--- src/rtl/bp_link_concentrator_pkg.sv ---
// Shared types and id helpers for the N:1 link concentrator.
package bp_link_concentrator_pkg;

    localparam int DROP_W = 8;

    typedef enum logic {FWD_IDLE, FWD_HOLD} fwd_state_e;

    function automatic int chan_to_id(int chan, int base);
        return base + chan;
    endfunction

    // Signed result so ids below the base come out negative.
    function automatic int id_to_chan(int id, int base);
        return id - base;
    endfunction

endpackage

--- src/rtl/bp_link_fifo.sv ---
// Per-channel ready-and FIFO; ready only reflects fullness, never the same-cycle valid.
module bp_link_fifo
    import bp_link_concentrator_pkg::*;
#(
    parameter int DATA_W     = 64,
    parameter int FIFO_DEPTH = 2
) (
    input  logic              clk,
    input  logic              rst,
    input  logic              enq_v,
    input  logic [DATA_W-1:0] enq_data,
    output logic              enq_ready,
    input  logic              deq,
    output logic [DATA_W-1:0] deq_data,
    output logic              deq_v
);
    localparam int AW = $clog2(FIFO_DEPTH);

    logic [DATA_W-1:0] mem [FIFO_DEPTH];
    logic [AW-1:0]     rd_ptr, wr_ptr;
    logic [AW:0]       count;
    logic              enq;

    assign enq       = enq_v & enq_ready;
    assign enq_ready = (count != (AW+1)'(FIFO_DEPTH));
    assign deq_v     = (count != '0);
    assign deq_data  = mem[rd_ptr];

    always_ff @(posedge clk or posedge rst) begin
        if (rst) begin
            rd_ptr <= '0;
            wr_ptr <= '0;
            count  <= '0;
        end else begin
            if (enq) wr_ptr <= wr_ptr + 1'b1;
            if (deq) rd_ptr <= rd_ptr + 1'b1;
            count <= count + (AW+1)'(enq) - (AW+1)'(deq);
        end
    end

    // Storage needs no reset: the pointers alone define what is valid.
    always_ff @(posedge clk) begin
        if (enq) mem[wr_ptr] <= enq_data;
    end

endmodule

--- src/rtl/bp_link_concentrator.sv ---
// N:1 ready-and concentrator (forward, id-tagged, arbitrated) and 1:N splitter (reverse, by id).
module bp_link_concentrator
    import bp_link_concentrator_pkg::*;
#(
    parameter int NUM_CHAN   = 2,
    parameter int DATA_W     = 64,
    parameter int CHAN_BASE  = 1,
    parameter int ID_W       = 4,
    parameter int FIFO_DEPTH = 2,
    parameter int FIXED_PRIO = 0
) (
    input  logic                       clk_i,
    input  logic                       reset_i,
    input  logic [NUM_CHAN-1:0]        fwd_v_i,
    input  logic [NUM_CHAN*DATA_W-1:0] fwd_data_i,
    output logic [NUM_CHAN-1:0]        fwd_ready_and_o,
    output logic                       mesh_v_o,
    output logic [ID_W+DATA_W-1:0]     mesh_data_o,
    input  logic                       mesh_ready_and_i,
    input  logic                       mesh_v_i,
    input  logic [ID_W+DATA_W-1:0]     mesh_data_i,
    output logic                       mesh_ready_and_o,
    output logic [NUM_CHAN-1:0]        rev_v_o,
    output logic [NUM_CHAN*DATA_W-1:0] rev_data_o,
    input  logic [NUM_CHAN-1:0]        rev_ready_and_i,
    output logic                       bad_id_o,
    output logic [DROP_W-1:0]          drop_cnt_o
);
    localparam int CW = (NUM_CHAN > 1) ? $clog2(NUM_CHAN) : 1;

    typedef struct packed {
        logic [ID_W-1:0]   id;
        logic [DATA_W-1:0] data;
    } flit_t;

    logic [NUM_CHAN-1:0]             q_v, q_pop;
    logic [NUM_CHAN-1:0][DATA_W-1:0] q_data;

    for (genvar k = 0; k < NUM_CHAN; k++) begin : g_fifo
        bp_link_fifo #(.DATA_W(DATA_W), .FIFO_DEPTH(FIFO_DEPTH)) u_fifo (
            .clk      (clk_i),
            .rst      (reset_i),
            .enq_v    (fwd_v_i[k]),
            .enq_data (fwd_data_i[k*DATA_W +: DATA_W]),
            .enq_ready(fwd_ready_and_o[k]),
            .deq      (q_pop[k]),
            .deq_data (q_data[k]),
            .deq_v    (q_v[k])
        );
    end

    fwd_state_e    state;
    flit_t         out_flit;
    logic [CW-1:0] rr_ptr;   // next index to search from
    logic [CW-1:0] gnt;
    logic          gnt_v, load;

    function automatic int rot(int i, logic [CW-1:0] ptr);
        return (FIXED_PRIO != 0) ? i : (int'(ptr) + i) % NUM_CHAN;
    endfunction

    // Walk from lowest to highest priority so the highest-priority hit is written last.
    always_comb begin
        gnt_v = 1'b0;
        gnt   = '0;
        for (int i = NUM_CHAN - 1; i >= 0; i--) begin
            if (q_v[rot(i, rr_ptr)]) begin
                gnt_v = 1'b1;
                gnt   = CW'(rot(i, rr_ptr));
            end
        end
    end

    assign load        = gnt_v & ((state == FWD_IDLE) | mesh_ready_and_i);
    assign q_pop       = load ? (NUM_CHAN'(1) << gnt) : '0;
    assign mesh_v_o    = (state == FWD_HOLD);
    assign mesh_data_o = out_flit;

    always_ff @(posedge clk_i or posedge reset_i) begin
        if (reset_i) begin
            state    <= FWD_IDLE;
            out_flit <= '0;
            rr_ptr   <= '0;
        end else if (load) begin
            state         <= FWD_HOLD;
            out_flit.id   <= ID_W'(chan_to_id(int'(gnt), CHAN_BASE));
            out_flit.data <= q_data[gnt];
            rr_ptr        <= (int'(gnt) == NUM_CHAN - 1) ? '0 : gnt + 1'b1;
        end else if (state == FWD_HOLD && mesh_ready_and_i) begin
            state <= FWD_IDLE;
        end
    end

    int                              rev_chan;
    logic                            rev_ok, rev_acc;
    logic [NUM_CHAN-1:0]             rev_hit;
    logic [NUM_CHAN-1:0][DATA_W-1:0] rev_q;

    always_comb begin
        rev_chan = id_to_chan(int'(mesh_data_i[ID_W+DATA_W-1 -: ID_W]), CHAN_BASE);
        rev_ok   = (rev_chan >= 0) && (rev_chan < NUM_CHAN);
        rev_hit  = '0;
        for (int k = 0; k < NUM_CHAN; k++) rev_hit[k] = rev_ok && (rev_chan == k);
    end

    // Out-of-range ids are always accepted so a bad flit can never wedge the port.
    assign mesh_ready_and_o = !rev_ok | (|(rev_hit & (~rev_v_o | rev_ready_and_i)));
    assign rev_acc          = mesh_v_i & mesh_ready_and_o;
    assign rev_data_o       = rev_q;

    always_ff @(posedge clk_i or posedge reset_i) begin
        if (reset_i) begin
            rev_v_o    <= '0;
            rev_q      <= '0;
            bad_id_o   <= 1'b0;
            drop_cnt_o <= '0;
        end else begin
            for (int k = 0; k < NUM_CHAN; k++) begin
                if (rev_acc && rev_hit[k]) begin
                    rev_v_o[k] <= 1'b1;
                    rev_q[k]   <= mesh_data_i[DATA_W-1:0];
                end else if (rev_ready_and_i[k]) begin
                    rev_v_o[k] <= 1'b0;
                end
            end
            if (rev_acc && !rev_ok) begin
                bad_id_o <= 1'b1;
                if (drop_cnt_o != '1) drop_cnt_o <= drop_cnt_o + 1'b1;
            end
        end
    end

endmodule

--- config.mk ---
export PLATFORM = sky130hd
export DESIGN_NAME = bp_link_concentrator
export DESIGN_NICKNAME = d
export VERILOG_FILES = /design/src/rtl/bp_link_concentrator_pkg.sv /design/src/rtl/bp_link_fifo.sv /design/src/rtl/bp_link_concentrator.sv
export SDC_FILE = /design/constraint.sdc
export NUM_CORES = 1
export LEC_CHECK = 0
export ABC_AREA = 1
export CAP_MARGIN = 20
export CORE_MARGIN = 2
export CORE_UTILIZATION = 50
export DETAILED_ROUTE_END_ITERATION = 7
export MAX_ROUTING_LAYER = met4
export PLACE_DENSITY_LB_ADDON = 0.12
export SLEW_MARGIN = 15
export SYNTH_ARGS = -nofsm -noshare
export SYNTH_HDL_FRONTEND = slang
export SYNTH_HIERARCHICAL = 1
export SYNTH_SLANG_ARGS = --single-unit
--- constraint.sdc ---
create_clock -name clk_i -period 12.6 [get_ports clk_i]
set_clock_uncertainty 0.05 [all_clocks]
set_input_delay 3.78 -clock clk_i [delete_from_list [all_inputs] [get_ports clk_i]]
set_output_delay 3.78 -clock clk_i [all_outputs]
set_load 0.05 [all_outputs]
==> flow_summary.yaml, run 1 <==
run_status:
  status: "finished, final reports clean"
flow_run:
  maxCapViolations: 0
sta:
  finalHoldViolations: 0
  timing.final.crit_share: 0.8546
  worst_slack_ps: 1833
  final.setup.tns_ps: 0
  rsz0062_at_grt: "no"
  fin_crit_ps: 10770
  slew_headroom: 0.2771
  final_max_slew_viol_count: 0
  setup_violations: 0
  timing.fmax_mhz: 92.87
  worstMarginPinSlew_ps: 1084
power_and_ir_drop:
  netSwitchingFraction: 0.3626
  pwr-share-clk: 0.251
  intPower_mw: 3.666
  p_per_area_mw_per_mm2: 229.6
  switching_power_mw: 2.086
  ir_drop_mv: 0.1555
  comb_power_share: 0.362
  p_seq_frac: 0.387
  p_leak_nw: 10.62
synthesis:
  synth_area_leaders: "edfxtp_1, dfrtp_1, nand2_1"
  async_flop_share: 0.4553
  syn_inst: 1469
  synth_top_area_frac: 0.4008
  ys_ff_latch: 470
  synth.cell_area_mm2: 0.01918
  ys_types: 29
  syn_area_per_cell_um2: 13.06
  ys.flop_type: "edfxtp_1"
  synth_edf_count: 256
  ys_seq_area_frac: 0.6799
  yosysTopAreaCell: "edfxtp_1"
  yosysWarnings: 6
route:
  num_vias: 12750
  drtPass1Iterations: 5
  drt_iter0_markers: 631
  vias_per_cell: 5.260
  drt_wl_total_mm: 48.25
  wire_per_inst_um: 19.91
  ant_nets: 0
  drc: 0
final_layout:
  mostFrequentLayoutCell: "nand2_1"
  final_layout_size_suffix_gt1_frac: 0.1280
  syn_to_final_growth_pct: 30.57
  fin_cells: 2423
  final_cell_mix: "nand2_1, clkdlybuf4s50_1, edfxtp_1"
  num-fill-cells: 2888
  num-nets-final: 2068
placed_design:
  gp_congestion: 0.8289
  dp_slack_ps: 1847
  dpl.cell_count: 2316
  io_buffer_count: 412
  dp_hpwl_mm: 30.03
clocking:
  clk_latency_ps: 580
  htreeDepth: 2
  cts_resized: 0
  cts.sinks: 470
  postCtsHoldBufs: 0
  clk_path_buf_depth: 3
  clk_pin_slew_ps: 60
  numCtsBuffers: 49
  cts_tree: "done"
  post_cts_buffers: 0
  root_buffer: "clkbuf_16"
worst_setup_path:
  arrival_ps: 6940
  cp_max_fo: 24
  cp-end-kind: "output port"
  critPathLaunchType: "input pin"
  path_class: "input pin to output port"
  required_ps: 8770
die:
  dieArea_mm2: 0.03995
  ios: 415
  die_x_um: 199.9
  initial_core_util: 0.5081
  die-height_um: 199.9
  core-area_mm2: 0.03776
  num_rows: 71
grt:
  grt_usage: 0.2461
  grt_max_degree: 133
  grt_pass1_wl_mm: 72.34
  antenna_found_initial: 13
  grt_pass1_vias: 12860
  grt_overflow: 0
worst_hold_path:
  min_path_type: "register to register"
synth_stat cells (6+ instances only):
| master | count |
|---|---|
| ha_1 | 7 |
| buf_4 | 6 |
| edfxtp_1 | 256 |
| mux2_4 | 100 |
| clkbuf_1 | 21 |
| nand3_1 | 68 |
| nor2_1 | 20 |
| nand2_1 | 489 |
| dfrtp_1 | 214 |
| buf_6 | 48 |
| nand4_1 | 131 |
| clkbuf_4 | 12 |
| inv_1 | 32 |
| xor2_1 | 6 |
| mux2_2 | 30 |
flip-flops by register name, summed over array words and instances, names as in the netlist, 2 cells and up:
signal                cells
drop_cnt_o                8
g_fifo.u_fifo/count       4
g_fifo.u_fifo/mem       256
g_fifo.u_fifo/rd_ptr      2
g_fifo.u_fifo/wr_ptr      2
mesh_data_o              66
rev_data_o              128
rev_v_o                   2
power by group through the flow:
stage | sequential, mW | clock (mW) | combinational [mW]
3_3_place_gp | 2.24 | 0 | 2.08
4_1_cts | 2.23 | 1.47 | 2.11
5_1_grt | 2.26 | 1.53 | 2.21
3_5_place_dp | 2.25 | 0 | 2.10
2_1_floorplan | 2.77 | 0 | 0.896
6_report | 2.23 | 1.44 | 2.08
cell type report:
type / instances / area [µm²] / share of cell area
Inverter: 32 / 127.6 / 0.005096
Timing Repair Buffer: 429 / 4269 / 0.1705
Clock buffer: 77 / 1483 / 0.05920
Antenna cell: 14 / 35.03 / 0.001399
Multi-Input combinational cell: 875 / 5289 / 0.2112
Sequential cell: 470 / 13050 / 0.5211
Clock inverter: 15 / 152.6 / 0.006095
Tap cell: 511 / 639.4 / 0.02553
cells by family (layout without fill, tap and decap cells):
family	count (synthesis)	in the layout	share of synthesized area
xor+xnor	10	10	0.004566
mux	130	130	0.09588
buf+inv	125	553	0.04690
flops	470	470	0.6799
other cells	1	16	0.0001955
compound gates	6	6	0.001761
simple gates	720	720	0.1662
fa+ha+maj	7	7	0.004566
final timing paths:
| kind | startpoint | end | slack (ps) | cells past startpoint |
|---|---|---|---|---|
| max | mesh_data_i[65] | mesh_ready_and_o | 1830 | 12 |
| min | rev_data_o[83] | rev_data_o[83] | 420 | 2 |
| max reg2reg | g_fifo[0].u_fifo/count[1] | g_fifo[1].u_fifo/count[1] | 9770 | 15 |
| min reg2reg | rev_data_o[83] | rev_data_o[83] | 420 | 2 |
| max in group asynchronous | reset_i | rev_data_o[29] | 7090 | 4 |
| min in group asynchronous | reset_i | g_fifo[1].u_fifo/count[0] | 3510 | 2 |
per-stage QoR:
step                      power, mW  utilization  hold WS, ps  area (µm²)
after floorplan               3.670            -        428.4       19190
after global placement        4.314       0.6184        397.3       23350
after detailed placement      4.354       0.6184        407.2       23350
after CTS                     5.804       0.6617        422.0       24980
after global routing          6.003       0.6633        430.0       25040
final                         5.752       0.6634        416.8       25050
critical path: stages:
cell             delay, ps
clkdlybuf4s50_1        520
inv_1                   80
ha_1                   210
xnor2_1                220
nand3_2                210
nor2_1                 160
ha_1                   310
nand2_1                 90
nor2_1                 130
nand3_2                120
nand3_4                250
clkdlybuf4s50_1        860
routing by layer:
layer / global-route usage / routed length (µm)
met5: - / 0
met4: 0.08066 / 1230
met3: 0.06972 / 4234
met2: 0.4061 / 23960
met1: 0.2925 / 18820
Power figures use the tool's default switching activity.
==> run 2, diff against run 1 <==
ABC_AREA = default   (was 1)
CAP_MARGIN = 15   (was 20)
GPL_TIMING_DRIVEN = 0   (was default)
==> run 2 against run 1 <==
Net effect:
- fmax increased by 6.5%
- utilization increased by 2.6 points
- final area increased by 0.30%
- first-iteration DRC count increased by 21%
- synthesized cell count decreased by 32%
- sequential power decreased by 3%
- global-route usage increased by 0.053 points
- worst hold slack improved by 1.7 ps
- routed wire length decreased by 4.4%
- largest cell class unchanged
==> flow_summary.yaml, run 2 <==
run_status:
  status: "finished, final reports clean"
worst_setup_path:
  cp_cell_sequence: "clkdlybuf4s50_1, inv_1, ha_1, and2_1, a21oi_2, o21ai_2, and2_1, ha_1, nand2_1, clkdlybuf4s50_1"
  critPathTopFamily: "buffers and inverters"
  cp_max_fo: 5
  critPathLaunchType: "input pin"
  crit_buf_inv: 3
  r2r_cells: 7
  rr_endpoint: "mesh_data_o[40]"
  required_ps: 8770
  cp-end-kind: "output port"
  cp_slowest_cell: "clkdlybuf4s50_1"
  reg2reg_setup_slack_ps: 10110
  path_class: "input pin to output port"
  max_stage_delay_ps: 840
  arrival_ps: 6280
  regToRegStartpoint: "g_fifo[1].u_fifo/count[0]"
clocking:
  root_buffer: "clkbuf_16"
  clk_latency_ps: 560
  clk_path_buf_depth: 3
  cts_tree: "done"
  htreeDepth: 2
  postCtsHoldBufs: 0
  cts.sinks: 470
  cts_resized: 0
  post_cts_buffers: 0
  numCtsBuffers: 48
  clk_pin_slew_ps: 60
final_layout:
  num-fill-cells: 2432
  syn_to_final_growth_pct: 36.42
  fin_cells: 1991
  num-nets-final: 1686
  fin_util: 0.6895
  final_layout_size_suffix_gt1_frac: 0.1717
  final_cell_mix: "clkdlybuf4s50_1, edfxtp_1, dfrtp_1"
  mostFrequentLayoutCell: "clkdlybuf4s50_1"
  largest_reg_flops: 256
  max_flop_register: "g_fifo.u_fifo/mem"
route:
  drt_iter0_markers: 764
  num_vias: 10570
  drt_wl_total_mm: 46.13
  drc: 0
  wire_per_inst_um: 23.17
  drtPass1Iterations: 5
  vias_per_cell: 5.310
  ant_nets: 0
die:
  ios: 415
  initial_core_util: 0.5054
  die-height_um: 195.9
  die_x_um: 195.9
  dieArea_mm2: 0.03838
  num_rows: 70
  core-area_mm2: 0.03643
sta:
  final_max_slew_viol_count: 0
  worstMarginPinSlew_ps: 811.9
  slew_headroom: 0.4574
  timing.fmax_mhz: 98.91
  fin_crit_ps: 10110
  finalHoldViolations: 0
  rsz0062_at_grt: "no"
  final.setup.tns_ps: 0
  setup_violations: 0
  worst_slack_ps: 2490
  timing.final.crit_share: 0.8024
worst_hold_path:
  min_from: "bad_id_o"
  worstHoldPathCells: 1
  holdPathEnd: "bad_id_o"
  min_path_type: "register to register"
grt:
  grt_pass1_vias: 11480
  grt_pass1_wl_mm: 69.07
  grt_usage: 0.2466
  antenna_found_initial: 9
  grt_max_degree: 112
  grt_overflow: 0
synthesis:
  yosysWarnings: 6
  async_flop_share: 0.4553
  syn_area_per_cell_um2: 18.36
  ys_seq_area_frac: 0.7083
  synth_edf_count: 256
  synth_area_leaders: "edfxtp_1, dfrtp_1, mux2_4"
  syn_inst: 1003
  yosysMostFrequentCell: "edfxtp_1"
  yosysTopAreaCell: "edfxtp_1"
  ys_types: 40
  synth_top_area_frac: 0.4175
  ys_top_cells_by_count: "edfxtp_1, dfrtp_1, mux2_4"
  synth.cell_area_mm2: 0.01841
  ys_ff_latch: 470
  ys.flop_type: "edfxtp_1"
placed_design:
  io_buffer_count: 412
  dpl.cell_count: 1893
  dp_hpwl_mm: 31.41
  dp_slack_ps: 2509
  gp_congestion: 0.8089
power_and_ir_drop:
  p_leak_nw: 10.10
  ir_drop_mv: 0.1214
  p_per_area_mw_per_mm2: 226.0
flow_run:
  maxCapViolations: 0
-- run 2: metrics by stage --
stage / area [µm²] / power, mW / hold WS, ps
floorplan: 18420 / 3.454 / 410.8
global placement: 23130 / 4.148 / 399.7
detailed placement: 23380 / 4.197 / 406.2
CTS: 25100 / 5.737 / 419.1
global route: 25120 / 5.920 / 457.4
finish: 25120 / 5.678 / 418.5
-- run 2: power by group --
group	internal (mW)	switching [mW]	total, mW
clock	0.952	0.570	1.52
combinational	0.749	1.24	1.99
sequential	2.02	0.146	2.17
total	3.72	1.96	5.68
-- run 2: worst max path at each step --
| stage | slack, ps | from | cells past startpoint | to |
|---|---|---|---|---|
| global route | 2320 | mesh_data_i[64] | 10 | mesh_ready_and_o |
| detailed placement | 2510 | mesh_data_i[64] | 10 | mesh_ready_and_o |
| global placement | -340 | reset_i | 2 | rev_data_o[80] |
| finish | 2490 | mesh_data_i[64] | 10 | mesh_ready_and_o |
| CTS | 2500 | mesh_data_i[64] | 10 | mesh_ready_and_o |
| floorplan | 3150 | reset_i | 1 | bad_id_o |
-- run 2: worst register-to-register path: stages (launching register included) --
cell and delay [ps]:
dfrtp_1 410, or2_2 340, nand2_1 70, and3_1 180
clkbuf_1 470, clkbuf_1 560, a222oi_1 240, inv_1 110
-- run 2: layout make-up --
| class | count | area (µm²) | area share |
|---|---|---|---|
| Multi-Input combinational cell | 409 | 4616 | 0.1837 |
| Antenna cell | 9 | 22.52 | 0.0008965 |
| Timing Repair Buffer | 421 | 4342 | 0.1728 |
| Sequential cell | 470 | 13040 | 0.5192 |
| Clock buffer | 75 | 1446 | 0.05758 |
| Tap cell | 468 | 585.6 | 0.02331 |
| Inverter | 73 | 281.5 | 0.01121 |
| Clock inverter | 14 | 274.0 | 0.01091 |
| Buffer | 52 | 510.5 | 0.02032 |
-- run 2: cell families after synthesis --
| logic type | count (synthesis) | share of synthesized area |
|---|---|---|
| flops | 470 | 0.7083 |
| buf+inv | 125 | 0.04260 |
| compound gates | 82 | 0.04145 |
| other cells | 1 | 0.0002037 |
| mux | 258 | 0.1822 |
| fa+ha+maj | 7 | 0.004756 |
| xor+xnor | 12 | 0.005708 |
| simple gates | 48 | 0.01481 |
-- run 2: metal layers --
layer,GRT usage,routed length (µm)
met3,0.07083,3929
met5,-,0
met4,0.06481,949
met2,0.3991,22640
met1,0.3071,18610
==> run 3, diff against run 2 <==
clock period = 10.3 ns   (was 12.6 ns; I/O delays follow)
==> results of run 3 <==
Same layout as run 2 (identical final DEF). Status: finished, final reports clean.
Main changes from that run: setup slack after placement 2509 ps -> 1589 ps; setup slack after layout 2490 ps -> 1570 ps; register-to-register setup slack 10110 ps -> 7810 ps; total power 5.678 mW -> 6.946 mW; worst IR drop on VDD 0.1214 mV -> 0.1485 mV
